===== src/rtl/exc_ctrl_pkg.sv =====
// Purpose: shared exception codes, CP0 bit positions and exception-flag indices
//          used by the MEM-stage exception controller and the CP0 register file.
// Ports:   none (package).
package exc_ctrl_pkg;

   // Exception type codes presented to CP0
   localparam logic [31:0] EXC_TYPE_INT  = 32'h0000_0001;
   localparam logic [31:0] EXC_TYPE_ADEL = 32'h0000_0004;
   localparam logic [31:0] EXC_TYPE_ADES = 32'h0000_0005;
   localparam logic [31:0] EXC_TYPE_SYS  = 32'h0000_0008;
   localparam logic [31:0] EXC_TYPE_BP   = 32'h0000_0009;
   localparam logic [31:0] EXC_TYPE_RI   = 32'h0000_000A;
   localparam logic [31:0] EXC_TYPE_OV   = 32'h0000_000C;
   localparam logic [31:0] EXC_TYPE_ERET = 32'h0000_000E;

   // CP0 status / cause bit positions
   localparam int unsigned STATUS_IE    = 0;
   localparam int unsigned STATUS_EXL   = 1;
   localparam int unsigned STATUS_IM_LO = 8;
   localparam int unsigned STATUS_IM_HI = 15;
   localparam int unsigned STATUS_BEV   = 22;
   localparam int unsigned CAUSE_IP_LO  = 8;
   localparam int unsigned CAUSE_IP_HI  = 15;

   // exc_flagsM bit indices; ascending index is also descending priority
   localparam int unsigned EXC_FLAGS_W  = 8;
   localparam int unsigned FLAG_ADEL_IF = 0;
   localparam int unsigned FLAG_RI      = 1;
   localparam int unsigned FLAG_SYS     = 2;
   localparam int unsigned FLAG_BP      = 3;
   localparam int unsigned FLAG_OV      = 4;
   localparam int unsigned FLAG_ADEL_LS = 5;
   localparam int unsigned FLAG_ADES    = 6;
   localparam int unsigned FLAG_ERET    = 7;

   typedef enum logic [1:0] {
      ST_IDLE     = 2'd0,
      ST_COMMIT   = 2'd1,
      ST_REDIRECT = 2'd2
   } exc_state_e;

   // Source of the bad virtual address
   typedef enum logic [1:0] {
      BAD_NONE = 2'd0,
      BAD_PC   = 2'd1,
      BAD_DATA = 2'd2
   } bad_sel_e;

   // Exception record handed to CP0 on the commit strobe
   typedef struct packed {
      logic [31:0] exc_type;
      logic [31:0] pc;
      logic        in_ds;
      logic [31:0] badvaddr;
   } exc_rec_t;

endpackage


===== src/rtl/exc_prio_enc.sv =====
// Purpose: combinational priority encoder; selects the winning exception type
//          and the source of the bad virtual address.
// Ports:   flags_i     - per-instruction exception flags
//          int_pend_i  - an enabled interrupt is pending
//          exc_type_o  - EXC_TYPE_* code of the winner (0 when nothing pending)
//          bad_sel_o   - bad_sel_e selector for badvaddr
module exc_prio_enc
   import exc_ctrl_pkg::*;
(
   input  logic [EXC_FLAGS_W-1:0] flags_i,
   input  logic                   int_pend_i,
   output logic [31:0]            exc_type_o,
   output logic [1:0]             bad_sel_o
);

   // Interrupt outranks every synchronous exception
   always_comb begin
      exc_type_o = '0;
      bad_sel_o  = BAD_NONE;
      if (int_pend_i) begin
         exc_type_o = EXC_TYPE_INT;
      end else if (flags_i[FLAG_ADEL_IF]) begin
         exc_type_o = EXC_TYPE_ADEL;
         bad_sel_o  = BAD_PC;
      end else if (flags_i[FLAG_RI]) begin
         exc_type_o = EXC_TYPE_RI;
      end else if (flags_i[FLAG_SYS]) begin
         exc_type_o = EXC_TYPE_SYS;
      end else if (flags_i[FLAG_BP]) begin
         exc_type_o = EXC_TYPE_BP;
      end else if (flags_i[FLAG_OV]) begin
         exc_type_o = EXC_TYPE_OV;
      end else if (flags_i[FLAG_ADEL_LS]) begin
         exc_type_o = EXC_TYPE_ADEL;
         bad_sel_o  = BAD_DATA;
      end else if (flags_i[FLAG_ADES]) begin
         exc_type_o = EXC_TYPE_ADES;
         bad_sel_o  = BAD_DATA;
      end else if (flags_i[FLAG_ERET]) begin
         exc_type_o = EXC_TYPE_ERET;
      end
   end

endmodule


===== src/rtl/exc_ctrl.sv =====
// Purpose: MEM-stage exception controller. Picks the highest-priority event,
//          strobes a one-cycle commit to CP0, flushes the pipeline and holds a
//          fetch redirect until the fetch unit accepts it.
// Ports:   clk, rst (sync, active-high)
//          stallM, validM, pcM, in_dsM, exc_flagsM, data_addrM - MEM instruction
//          status_i, cause_i, epc_i                            - live CP0 state
//          fetch_ready                                         - redirect accept
//          except_en, except_type, exc_pc, exc_in_ds, badvaddr - commit to CP0
//          flush_all, redirect_valid, redirect_pc              - pipeline control
module exc_ctrl
   import exc_ctrl_pkg::*;
#(
   parameter logic [31:0] VEC_BEV1 = 32'hBFC0_0380,
   parameter logic [31:0] VEC_BEV0 = 32'h8000_0180
) (
   input  logic        clk,
   input  logic        rst,
   input  logic        stallM,
   input  logic        validM,
   input  logic [31:0] pcM,
   input  logic        in_dsM,
   input  logic [7:0]  exc_flagsM,
   input  logic [31:0] data_addrM,
   input  logic [31:0] status_i,
   input  logic [31:0] cause_i,
   input  logic [31:0] epc_i,
   input  logic        fetch_ready,
   output logic        except_en,
   output logic [31:0] except_type,
   output logic [31:0] exc_pc,
   output logic        exc_in_ds,
   output logic [31:0] badvaddr,
   output logic        flush_all,
   output logic        redirect_valid,
   output logic [31:0] redirect_pc
);

   exc_state_e  state_q, state_d;
   exc_rec_t    rec_q, rec_d;
   logic        bev_q, bev_d;
   logic        except_en_q, except_en_d;
   logic        flush_q, flush_d;
   logic        rv_q, rv_d;
   logic [31:0] rpc_q, rpc_d;

   logic        int_pend;
   logic        take;
   logic [31:0] enc_type;
   logic [1:0]  enc_bad_sel;
   logic [31:0] enc_badvaddr;
   logic        unused_bits;

   assign int_pend = status_i[STATUS_IE] & ~status_i[STATUS_EXL]
                   & (|(status_i[STATUS_IM_HI:STATUS_IM_LO]
                        & cause_i[CAUSE_IP_HI:CAUSE_IP_LO]));

   // An interrupt needs a real instruction to supply the restart PC
   assign take = validM & ~stallM & (int_pend | (|exc_flagsM));

   assign unused_bits = ^{status_i[31:23], status_i[21:16], status_i[7:2],
                          cause_i[31:16], cause_i[7:0]};

   exc_prio_enc u_prio_enc (
      .flags_i    (exc_flagsM),
      .int_pend_i (int_pend),
      .exc_type_o (enc_type),
      .bad_sel_o  (enc_bad_sel)
   );

   // Bad address source mux
   always_comb begin
      case (enc_bad_sel)
         BAD_PC:   enc_badvaddr = pcM;
         BAD_DATA: enc_badvaddr = data_addrM;
         default:  enc_badvaddr = '0;
      endcase
   end

   // State register
   always_ff @(posedge clk) begin
      if (rst) state_q <= ST_IDLE;
      else     state_q <= state_d;
   end

   // Next-state logic
   always_comb begin
      state_d = state_q;
      case (state_q)
         ST_IDLE:     if (take) state_d = ST_COMMIT;
         ST_COMMIT:   state_d = ST_REDIRECT;
         ST_REDIRECT: if (fetch_ready) state_d = ST_IDLE;
         default:     state_d = ST_IDLE;
      endcase
   end

   // Output logic: next values of the registered outputs and latches
   always_comb begin
      rec_d       = '0;
      bev_d       = 1'b0;
      except_en_d = 1'b0;
      flush_d     = 1'b0;
      rv_d        = 1'b0;
      rpc_d       = '0;
      case (state_q)
         ST_IDLE: begin
            if (take) begin
               rec_d.exc_type = enc_type;
               rec_d.pc       = pcM;
               rec_d.in_ds    = in_dsM;
               rec_d.badvaddr = enc_badvaddr;
               bev_d          = status_i[STATUS_BEV];
               except_en_d    = 1'b1;
               flush_d        = 1'b1;
            end
         end
         ST_COMMIT: begin
            // EPC is sampled here, the cycle CP0 sees the commit
            rv_d    = 1'b1;
            flush_d = 1'b1;
            if (rec_q.exc_type == EXC_TYPE_ERET) rpc_d = epc_i;
            else if (bev_q)                      rpc_d = VEC_BEV1;
            else                                 rpc_d = VEC_BEV0;
         end
         ST_REDIRECT: begin
            if (!fetch_ready) begin
               rv_d    = 1'b1;
               flush_d = 1'b1;
               rpc_d   = rpc_q;
            end
         end
         default: ;
      endcase
   end

   // Output and latch registers
   always_ff @(posedge clk) begin
      if (rst) begin
         rec_q       <= '0;
         bev_q       <= 1'b0;
         except_en_q <= 1'b0;
         flush_q     <= 1'b0;
         rv_q        <= 1'b0;
         rpc_q       <= '0;
      end else begin
         rec_q       <= rec_d;
         bev_q       <= bev_d;
         except_en_q <= except_en_d;
         flush_q     <= flush_d;
         rv_q        <= rv_d;
         rpc_q       <= rpc_d;
      end
   end

   assign except_en      = except_en_q;
   assign except_type    = rec_q.exc_type;
   assign exc_pc         = rec_q.pc;
   assign exc_in_ds      = rec_q.in_ds;
   assign badvaddr       = rec_q.badvaddr;
   assign flush_all      = flush_q;
   assign redirect_valid = rv_q;
   assign redirect_pc    = rpc_q;

endmodule


===== config.mk =====
export PLATFORM = sky130hd
export DESIGN_NAME = exc_ctrl
export DESIGN_NICKNAME = d
export VERILOG_FILES = /design/src/rtl/exc_ctrl_pkg.sv /design/src/rtl/exc_prio_enc.sv /design/src/rtl/exc_ctrl.sv
export SDC_FILE = /design/constraint.sdc
export NUM_CORES = 1
export LEC_CHECK = 0
export ABC_AREA = 1
export BUFFER_PORTS_ARGS = -buffer_cell sky130_fd_sc_hd__buf_4
export CORE_AREA = 2 2 118 120
export CTS_CLUSTER_SIZE = 24
export DETAILED_ROUTE_END_ITERATION = 16
export DIE_AREA = 0 0 120 122
export HOLD_SLACK_MARGIN = 0.02
export PLACE_DENSITY = 0.76
export SYNTH_ARGS = -nofsm -noshare
export SYNTH_HDL_FRONTEND = slang
export SYNTH_HIERARCHICAL = 1
export SYNTH_SLANG_ARGS = --single-unit

===== constraint.sdc =====
create_clock -name clk -period 1.9 [get_ports clk]
set_clock_uncertainty 0.15 [all_clocks]
set_input_delay 0.095 -clock clk [delete_from_list [all_inputs] [get_ports clk]]
set_output_delay 0.095 -clock clk [all_outputs]
set_load 0.02 [all_outputs]

# == Yosys cells after proc, flatten, opt, wreduce, memory -nomap -nowiden ==
# Index checks and enable logic that the tools add are counted.
# totals
reg_bits,135
output_inout_bits,132
elab_cells,68
# classes
eq_ne,7
muxes,29
n_bitwise,10
n_reduce_logical,9
# ops
cell,n
one-hot mux 32 bit (2 select lines),2
2-to-1 mux 32 bit,2
== test 32 x 4 -> 1 bit (second input constant),1
2-to-1 mux 30 bit,1
2-to-1 mux 4 bit,7
2-to-1 mux 2 bit,10
OR reduction 8 bit,2
OR reduction 11 bit,1
AND 8 bit,1
one-hot mux 2 bit (3 select lines),1
OR reduction 5 bit,1
AND 1 bit,4
== test 2 x 1 -> 1 bit (second input constant),2
== test 2 bit (second input constant),2
!= test 2 bit (second input constant),2
inverter 1 bit,4
OR reduction 4 bit,1
2-to-1 mux 1 bit,3
2-to-1 mux 3 bit,1
one-hot mux 1 bit (3 select lines),1
OR reduction 3 bit,1
zero test 2 bit,1
one-hot mux 1 bit (2 select lines),1
AND reduction 2 bit,1
2 further kinds,2

# == Depth between registers and ports, before layout ==
# logic_depth
word_depth,10
mapped_depth,15

# == By module ==
# Netlist, hierarchy kept.
# modules_own_cells
module,instances,cells_each,area_per_inst_um2,seq_area_each_um2
exc_ctrl,1,639,4890.9,2702.6
exc_prio_enc,1,58,342.8,0.0

# == Worst setup path before layout ==
# OpenSTA, ideal clock, no wires.
# synth_timing
path_kind,input -> register
startpoint,input port status_i[14]
endpoint,"register rec_q, in the netlist badvaddr[21]"
setup_time_ps,79
arrival_time_ps,1689
setup_slack_ps,-18
path_stages,14
cell_sequence,nand2_1 nand2_1 nor2_1 nand2_1 nand2_1 inv_1 or2_4 nor3_2 ha_1 clkbuf_1 nand2_1 o21ai_0 inv_1 nor3_1
# synth_lines
element,line_no,source
from (decl),exc_ctrl.sv:24,"input logic [31:0] status_i,"
AND 8 bit (*),exc_ctrl.sv:55,& cause_i[CAUSE_IP_HI:CAUSE_IP_LO]));
OR reduction 8 bit (*),exc_ctrl.sv:54,& (|(status_i[STATUS_IM_HI:STATUS_IM_LO]
AND 1 bit (*),exc_ctrl.sv:54,
named net int_pend,exc_ctrl.sv:46,logic int_pend;
2-to-1 mux 2 bit (*),exc_prio_enc.sv:20,if (int_pend_i) begin
named net enc_bad_sel[1],exc_ctrl.sv:49,logic [1:0] enc_bad_sel;
== test 2 bit or == test 2 x 1 -> 1 bit (tied branches),exc_ctrl.sv:72,case (enc_bad_sel)
one-hot mux 32 bit (2 select lines) (*),exc_ctrl.sv:72,
to (signal assigned),exc_ctrl.sv:145,rec_q <= rec_d;
to (decl),exc_ctrl.sv:39,"exc_rec_t rec_q, rec_d;"
# The timed path passes the listed nets; every way through them passes the cells marked *.
# A chain may end at the register's enable or synchronous reset.

# == Final worst setup path ==
# layout_timing
startpoint,input port exc_flagsM[5]
endpoint,"register rec_q, in the netlist badvaddr[20]"
# layout_between
elab_chain_cells,9
# layout_rtl
element,line_no,source
from (decl),exc_ctrl.sv:22,"input logic [7:0] exc_flagsM,"
2-to-1 mux 2 bit (*),exc_prio_enc.sv:33,end else if (flags_i[FLAG_ADEL_LS]) begin
2-to-1 mux 2 bit (*),exc_prio_enc.sv:31,end else if (flags_i[FLAG_OV]) begin
2-to-1 mux 2 bit (*),exc_prio_enc.sv:29,end else if (flags_i[FLAG_BP]) begin
2-to-1 mux 2 bit (*),exc_prio_enc.sv:27,end else if (flags_i[FLAG_SYS]) begin
2-to-1 mux 2 bit (*),exc_prio_enc.sv:25,end else if (flags_i[FLAG_RI]) begin
2-to-1 mux 2 bit (*),exc_prio_enc.sv:22,end else if (flags_i[FLAG_ADEL_IF]) begin
2-to-1 mux 2 bit (*),exc_prio_enc.sv:20,
named net enc_bad_sel[1],exc_ctrl.sv:49,
== test 2 bit or == test 2 x 1 -> 1 bit (tied branches),exc_ctrl.sv:72,
one-hot mux 32 bit (2 select lines) (*),exc_ctrl.sv:72,
# Marked as above.

==> results.yml <==
run_status:
  status: "finished, final reports clean"
power_and_ir_drop:
  total_power_w: 0.007333
  power_leakage_nw: 4.451
  max-vdd-ir-drop_mv: 0.5850
  p_per_area_nw_per_um2: 799.1
clocking:
  cts.clk_slew.worst_paths_ns: 0.06
  clock_latency_ns: 0.40
  clock_path_buffers: 2
  clock_sinks: 135
  numCtsBuffers: 17
  cts_tree: "built"
  htreeDepth: 4
  root_buffer: "clkbuf_16"
worst_setup_path:
  worst-setup-path-type: "primary input to flop"
  critPathMostFrequentCell: "inv_1"
  critical_path.top_delay_family: "buffers and inverters"
  critPathRequiredTime_ns: 2.07
  startpoint_type: "primary input"
  arrival_ns: 1.94
  critPathCaptureType: "flop"
  cp_cell_sequence: "dlygate4sd3_1 -> buf_4 -> nor2_2 -> nor3_4 -> inv_1 -> ha_1 -> inv_2 -> buf_12 -> o21ai_0 -> inv_1 -> nor3_2"
  max_stage_delay_ns: 0.55
  cp_max_fo: 14
  crit_path_top_delay_cell: "dlygate4sd3_1"
  path_buf_inv: 6
detailed_routing:
  firstDrtPassIters: 5
  drtIter0Drc: 288
  wl_met1_mm: 6.323
  drtAntennaViolNets: 0
  route.met2.wl_mm: 9.059
  routedWlPerCell_microns: 13.55
  met3WireLength_mm: 1.423
  totalWireLength_mm: 17.20
  top_layer_used: "met4"
  vias: 5546
  drc: 0
  vias_per_cell: 4.367
floorplan:
  initial_core_util_pct: 38.76
  die-area_sq_um: 14640
  coreArea_sq_um: 13500
  die_h_microns: 122
  die_x_microns: 120
  placementRows: 43
  pin_count: 306
yosys:
  synth_area_leader_cell: "dfxtp_1"
  ys_types: 23
  syn_area_sq_um: 5234
  ys_seq_area_share_pct: 51.64
  synth_area_leaders: "dfxtp_1 52%, inv_1 9.3%, nand2_1 8.9%"
  ys_seq_elements: 135
  synth_top_area_share_pct: 51.64
  synthCells: 697
  synth_area_per_cell_sq_um: 7.509
  synth_warnings: 6
grt:
  grt_pass1_vias: 5511
  grt_pass1_wl_mm: 26.41
  antenna_found_initial: 0
  grt.overflow.total: 0
  grt_use_total_pct: 22.89
  grt_max_degree: 42
placed_design:
  gp_congestion: 0.7604
  post-place-cells: 1125
  dp_hpwl_mm: 10.59
  numPortBuffers: 260
  placed_cell_area_sq_um: 7360
timing:
  setup_violations: 0
  holdWs_ns: 0.04343
  drv_slew: 0
  final.setup.tns_ns: 0
  period_needed_ns: 1.768
  final-hold-violation-count: 0
  fmax_ghz: 0.5656
  period_share_pct: 93.06
layout:
  stdcell_area_sq_um: 9176
  areaGrowthSynthToFinish_pct: 75.33
  final_cell_mix: "272 x buf_4, 135 x dfxtp_1, 128 x inv_1, 124 x nand2_1, 121 x nor2_1"
  diodes: 0
  drive_gt1_share_pct: 31.28
  nets: 1257
  fin_cells: 1270
  layout_commonest_cell: "buf_4"
job:
  maxCapViolations: 0
min_path:
  min_path_type: "primary input to flop"
[Yosys cell counts (all sizes together)]
| cell | count |
|---|---|
| nand2 | 125 |
| nand4 | 4 |
| or2 | 1 |
| o21ai | 38 |
| ha | 6 |
| nor2 | 134 |
| o21a | 1 |
| clkbuf | 16 |
| nand3 | 7 |
| inv | 130 |
| conb | 1 |
| dfxtp | 135 |
| buf | 40 |
| a21oi | 25 |
| nor3 | 34 |
[cells by family after synthesis]
family / Yosys count / synth area share [%]
buffers and inverters: 186 / 16.11
DFF: 135 / 51.64
and+or+nand+nor: 305 / 24.58
other: 1 / 0.07165
adders and majority gates: 6 / 1.434
AOI/OAI and AO/OA: 64 / 6.168
[per-stage QoR]
stage | setup WS (ns) | utilization (%)
global placement | -0.2300 | 54.50
finish | 0.1319 | 67.95
floorplan | -0.01782 | -
detailed placement | -0.2846 | 54.50
CTS | 0.08823 | 67.20
global route | -0.002933 | 67.95
[path summary, 6_finish.rpt]
check	end	depth (start not counted)	startpoint	slack [ns]
setup / recovery	badvaddr[20]	11	exc_flagsM[5]	0.13
setup reg to reg	redirect_pc[5]	10	state_q[0]	0.15
hold reg to reg	redirect_pc[21]	2	redirect_pc[21]	0.31
hold / removal	except_type[3]	8	exc_flagsM[6]	0.04
[power by group]
group          total (W)  internal, W  switching, W
clock            0.00336      0.00211       0.00125
sequential       0.00294      0.00290     0.0000333
combinational    0.00104     0.000540      0.000500
total            0.00733      0.00555       0.00178
[state kept, by name, indices dropped and copies added (netlist names)]
name,cells
badvaddr,32
bev_q,1
exc_in_ds,1
exc_pc,32
except_en,1
except_type,32
flush_all,1
redirect_pc,32
redirect_valid,1
state_q,2
[routing by layer]
layer  GRT usage (%)  vias to the layer above
li1                -                     2783
met4           9.044                        0
met2           42.79                      241
met5               0                        -
met3           7.584                       35
met1           23.48                     2487
[what timing repair did]
action	4_1_cts	5_1_grt
hold buffers	110	0
buffers inserted	0	1
hold endpoints to repair	104	0
resized for setup	0	11
endpoints found under the setup margin	0	34
[worst reg2reg max path, delay by kind of cell (launching register included)]
family,cells,cell delay [ns]
AO/OA/AOI/OAI,1,0.13
adder cells (fa/ha/maj),1,0.19
buffers and inverters,4,0.45
flip-flops,1,0.38
AND/OR/NAND/NOR,4,0.38
[area by class of cell]
cell class / instances / area (sq um)
Inverter: 130 / 488.0
Fill cell: 1012 / 4328
Sequential cell: 135 / 2703
Clock inverter: 14 / 175.2
Timing Repair Buffer: 390 / 3313
Clock buffer: 18 / 439.2
Multi-Input combinational cell: 403 / 1833
Tap cell: 180 / 225.2
Power figures use the tool's default switching activity.
